File: config.mk
export PLATFORM = sky130hd
export DESIGN_NAME = derivative_buffer_ctrl
export DESIGN_NICKNAME = d
export VERILOG_FILES = /design/src/rtl/derivative_buffer_ctrl.sv
export SDC_FILE = /design/constraint.sdc
export NUM_CORES = 1
export LEC_CHECK = 0
export CORE_MARGIN = 1
export CORE_UTILIZATION = 40
export CTS_CLUSTER_SIZE = 28
export DETAILED_ROUTE_END_ITERATION = 12
export HOLD_SLACK_MARGIN = 0.06
export PLACE_DENSITY_LB_ADDON = 0.05
export SLEW_MARGIN = 25
export SYNTH_ARGS = -nofsm -noshare
export SYNTH_HDL_FRONTEND = slang
export SYNTH_SLANG_ARGS = --single-unit
File: constraint.sdc
create_clock -name clock -period 2.45 [get_ports clock]
set_clock_uncertainty 0.1 [all_clocks]
set_input_delay 0.245 -clock clock [delete_from_list [all_inputs] [get_ports clock]]
set_output_delay 0.245 -clock clock [all_outputs]
set_load 0.05 [all_outputs]
File: src/rtl/derivative_buffer_ctrl.sv
// rtl/derivative_buffer_ctrl.sv - derivative buffer RAM sequencer for one RS(255) decoder lane
// Writes one frame of N_SYM symbols, then replays it in address order while the next frame refills read slots.
module derivative_buffer_ctrl #(
  parameter int N_SYM = 255,
  parameter int AW    = 8,
  parameter int DW    = 8
) (
  input  logic          clock,
  input  logic          reset_n,
  input  logic          in_valid,
  input  logic          in_sof,
  input  logic [DW-1:0] in_data,
  output logic          in_ready,
  input  logic          out_ready,
  output logic          out_valid,
  output logic          out_sof,
  output logic          out_eof,
  output logic [DW-1:0] out_data,
  output logic          frame_err,
  output logic [DW-1:0] ram_data,
  output logic          ram_wren,
  output logic [AW-1:0] ram_wraddress,
  output logic          ram_rden,
  output logic [AW-1:0] ram_rdaddress,
  input  logic [DW-1:0] ram_q
);

  typedef enum logic {R_IDLE, R_RUN} rd_state_t;

  localparam logic [AW-1:0] LAST = AW'(N_SYM - 1);

  rd_state_t     state_q, state_d;
  logic [AW-1:0] wr_cnt_q, wr_cnt_d;
  logic [AW-1:0] rd_cnt_q, rd_cnt_d;
  logic          full_q, full_d;
  logic          out_valid_q, out_valid_d;
  logic          out_sof_q, out_sof_d;
  logic          out_eof_q, out_eof_d;
  logic          frame_err_q, frame_err_d;
  logic          rd_active;

  assign rd_active = (state_q == R_RUN);
  // Overlapped writes may only land on addresses the current frame has already read.
  assign in_ready  = !full_q || (rd_active && (wr_cnt_q < rd_cnt_q));

  assign out_valid = out_valid_q;
  assign out_sof   = out_sof_q;
  assign out_eof   = out_eof_q;
  assign frame_err = frame_err_q;
  assign out_data  = out_valid_q ? ram_q : '0;

  always_comb begin
    state_d       = state_q;
    wr_cnt_d      = wr_cnt_q;
    rd_cnt_d      = rd_cnt_q;
    full_d        = full_q;
    out_valid_d   = 1'b0;
    out_sof_d     = 1'b0;
    out_eof_d     = 1'b0;
    frame_err_d   = 1'b0;
    ram_wren      = 1'b0;
    ram_wraddress = '0;
    ram_data      = '0;
    ram_rden      = 1'b0;
    ram_rdaddress = '0;

    if (in_valid && in_ready) begin
      if (in_sof) begin
        // A start-of-frame always restarts the frame at address 0.
        frame_err_d   = (wr_cnt_q != '0);
        ram_wren      = 1'b1;
        ram_data      = in_data;
        wr_cnt_d      = AW'(1);
      end else if (wr_cnt_q == '0) begin
        frame_err_d   = 1'b1;
      end else begin
        ram_wren      = 1'b1;
        ram_wraddress = wr_cnt_q;
        ram_data      = in_data;
        if (wr_cnt_q == LAST) begin
          wr_cnt_d = '0;
          full_d   = 1'b1;
        end else begin
          wr_cnt_d = wr_cnt_q + AW'(1);
        end
      end
    end

    case (state_q)
      R_IDLE: if (full_q) state_d = R_RUN;
      R_RUN: begin
        if (out_ready) begin
          ram_rden      = 1'b1;
          ram_rdaddress = rd_cnt_q;
          out_valid_d   = 1'b1;
          out_sof_d     = (rd_cnt_q == '0);
          out_eof_d     = (rd_cnt_q == LAST);
          if (rd_cnt_q == LAST) begin
            rd_cnt_d = '0;
            full_d   = 1'b0;
            state_d  = R_IDLE;
          end else begin
            rd_cnt_d = rd_cnt_q + AW'(1);
          end
        end
      end
      default: state_d = R_IDLE;
    endcase
  end

  always_ff @(posedge clock) begin
    if (!reset_n) begin
      state_q     <= R_IDLE;
      wr_cnt_q    <= '0;
      rd_cnt_q    <= '0;
      full_q      <= 1'b0;
      out_valid_q <= 1'b0;
      out_sof_q   <= 1'b0;
      out_eof_q   <= 1'b0;
      frame_err_q <= 1'b0;
    end else begin
      state_q     <= state_d;
      wr_cnt_q    <= wr_cnt_d;
      rd_cnt_q    <= rd_cnt_d;
      full_q      <= full_d;
      out_valid_q <= out_valid_d;
      out_sof_q   <= out_sof_d;
      out_eof_q   <= out_eof_d;
      frame_err_q <= frame_err_d;
    end
  end

endmodule

==> impl_metrics.env <==
export IMPL_status="complete, but fails checks"
export IMPL_violations="negative setup slack"
export IMPL_rows=21
export IMPL_setup_viol=16
export IMPL_synth_area_leaders="dfxtp_1 (30%), ha_1 (12%), and2_1 (9.4%)"
export IMPL_syn_area_sq_um=1470
export IMPL_synth_cell_types=37
export IMPL_synthCells=181
export IMPL_dieArea_sq_um=3920
export IMPL_root_buffer="clkbuf_4"
export IMPL_dr_pass1_iters=9
export IMPL_drt_iter0_drc=136
export IMPL_cp_max_fo=8
export IMPL_fin_tns_setup_ps=-1160
export IMPL_grt_pass1_vias=1606
export IMPL_clk_latency_ps=320
export IMPL_via_per_inst=5.53
export IMPL_num_io_pins=60
export IMPL_hold_slack_ps=372
export IMPL_overflow=0
export IMPL_rsz0062_at_grt="true"
export IMPL_yosysTopAreaCellShare_pct=30.0
export IMPL_wirelength_um=4910
export IMPL_crit_arrival_ps=2240
export IMPL_ys_seq_elements=22
export IMPL_drive_above_1_share_pct=40.7
export IMPL_drv_slew=0
export IMPL_tritoncts_num_buffers=3
export IMPL_p_leak_nw=1.09
export IMPL_post_route_period_util_pct=105
export IMPL_hold_viol=0
export IMPL_grt_max_degree=12
export IMPL_cp_start_kind="flop"
export IMPL_fmax_ghz=0.387
export IMPL_grt_pass1_wl_um=7540
export IMPL_hold_path_class="flop to flop"
export IMPL_ys_flop_type="dfxtp_1"
export IMPL_placed_cells=296
export IMPL_setup_slack_ps=-133
export IMPL_ys_warnings_count=0
export IMPL_final_common_cell="buf_4"
export IMPL_grt_antenna_before_repair=0
export IMPL_nets=307
export IMPL_syn_num_nets=216
export IMPL_finalNonFillerCells=316
export IMPL_track_usage_pct=24.1
export IMPL_worstMarginPinSlew_ps=655
export IMPL_ir_drop_uv=196
export IMPL_drt_wirelength_per_cell_um=15.5
export IMPL_clkSinkCount=22
export IMPL_ys_seq_area_share_pct=30.0
export IMPL_crit_path_end_kind="output pin"
export IMPL_clockBufferDepth=2
export IMPL_portBuffers=59
export IMPL_area_growth_pct=85.0
export IMPL_core_area_sq_um=3420
export IMPL_fillerInstances=222
export IMPL_drc=0
export IMPL_dp_hpwl_um=3410
export IMPL_dp_slack_ps=78.0
export IMPL_worst_setup_path_type="flop to output pin"
export IMPL_cts_hold_buf=0
export IMPL_dieHeight_um=62.6
export IMPL_synth_edff_count=0
export IMPL_die_w_um=62.6
export IMPL_syn_area_per_cell_sq_um=8.12
export IMPL_final_cell_mix="buf_4 (37), clkdlybuf4s50_1 (32), nor2_1 (23)"
export IMPL_htreeDepth=1
export IMPL_drt_antenna_violating_nets=0
export IMPL_async_flop_share_pct=0
export IMPL_vias=1746
export IMPL_start_util_pct=43.0
export IMPL_maxCapViolCount=0
export IMPL_power_density_nw_per_um2=271
export IMPL_clk_pin_slew_ps=120
export IMPL_period_minus_slack_ps=2580
export IMPL_diodes=0
export IMPL_critPathRequiredTime_ps=2110
export IMPL_gp_congestion=0.873
export IMPL_cts_tree="done"
export IMPL_slew_limit_headroom_pct=56.0
export IMPL_synth_top_area_cell="dfxtp_1"
## logic make-up (layout without fill, tap and decap cells)
family                     after synthesis  in the layout  synth area share [%]
buffers and inverters                   18            107                  4.60
AOI/OAI and AO/OA                       29             29                  15.5
DFF                                     22             22                  30.0
adders and majority gates               14             14                  11.9
xor gates and xnor gates                 6              6                  3.57
and+or+nand+nor                         92             92                  34.5
## report_power, final
part	internal, mW	switching (mW)
clock	0.0577	0.115
combinational	0.110	0.0954
sequential	0.357	0.00207
total	0.525	0.213
## flip-flops by register name, indices dropped and copies added, names as in the netlist
register   flops
frame_err      1
full_q         1
out_eof        1
out_sof        1
out_valid      1
rd_active      1
rd_cnt_q       8
wr_cnt_q       8
## stage by stage
| step | power [mW] | cell area [sq um] | utilization, % |
|---|---|---|---|
| after floorplan | 0.452 | 1520 | - |
| after global placement | 0.553 | 2410 | 70.7 |
| after detailed placement | 0.556 | 2410 | 70.7 |
| after CTS | 0.726 | 2590 | 75.8 |
| after global routing | 0.768 | 2720 | 79.6 |
| final | 0.738 | 2720 | 79.6 |
## cell usage after synthesis (2+ instances only)
cell type,count
nor2b_1,4
nand4_1,2
and3_1,9
dfxtp_1,22
nand3_1,12
nor2_1,23
a21oi_1,2
a21boi_1,4
inv_1,15
o2111ai_1,2
clkbuf_1,3
ha_1,14
xnor2_1,6
nand2_1,7
a21boi_0,2
o21ai_0,7
o21ai_1,2
or4_1,2
and2_1,22
nor4_1,2
or4b_1,2
nor3_1,2
## worst max-delay path, cell delays in order (launching register included)
cell	delay, ps
dfxtp_2	370
inv_2	60
ha_4	240
and3_4	160
a221oi_4	270
o22a_2	230
and3_4	250
and3_4	210
buf_12	130
## area by class of cell
type / count / area [sq um] / share of cell area [%]
Multi-Input combinational cell: 141 / 1140 / 41.9
Timing Repair Buffer: 89 / 981 / 36.1
Sequential cell: 22 / 462 / 17.0
Inverter: 15 / 58.8 / 2.16
Tap cell: 46 / 57.6 / 2.12
Clock buffer: 3 / 22.5 / 0.828
## metal layers
metal	GRT usage (%)	routed length (um)
met4	5.23	85
met3	5.29	342
met5	0	0
met2	46.3	2700
met1	26.5	1780
## path summary, 6_finish.rpt
path	from	end	slack, ps	depth (start not counted)
max	rd_cnt_q[7]	ram_wraddress[0]	-130	8
min	rd_cnt_q[4]	out_sof	370	1
max reg2reg	rd_cnt_q[7]	wr_cnt_q[5]	40	9
min reg2reg	rd_cnt_q[4]	out_sof	370	1
## timing repair
action / 4_1_cts / 5_1_grt
gates resized for setup: 27 / 15
pin swaps: 19 / 16
setup endpoints to repair: 17 / 17
buffers inserted: 7 / 11
Power figures use the tool's default switching activity.
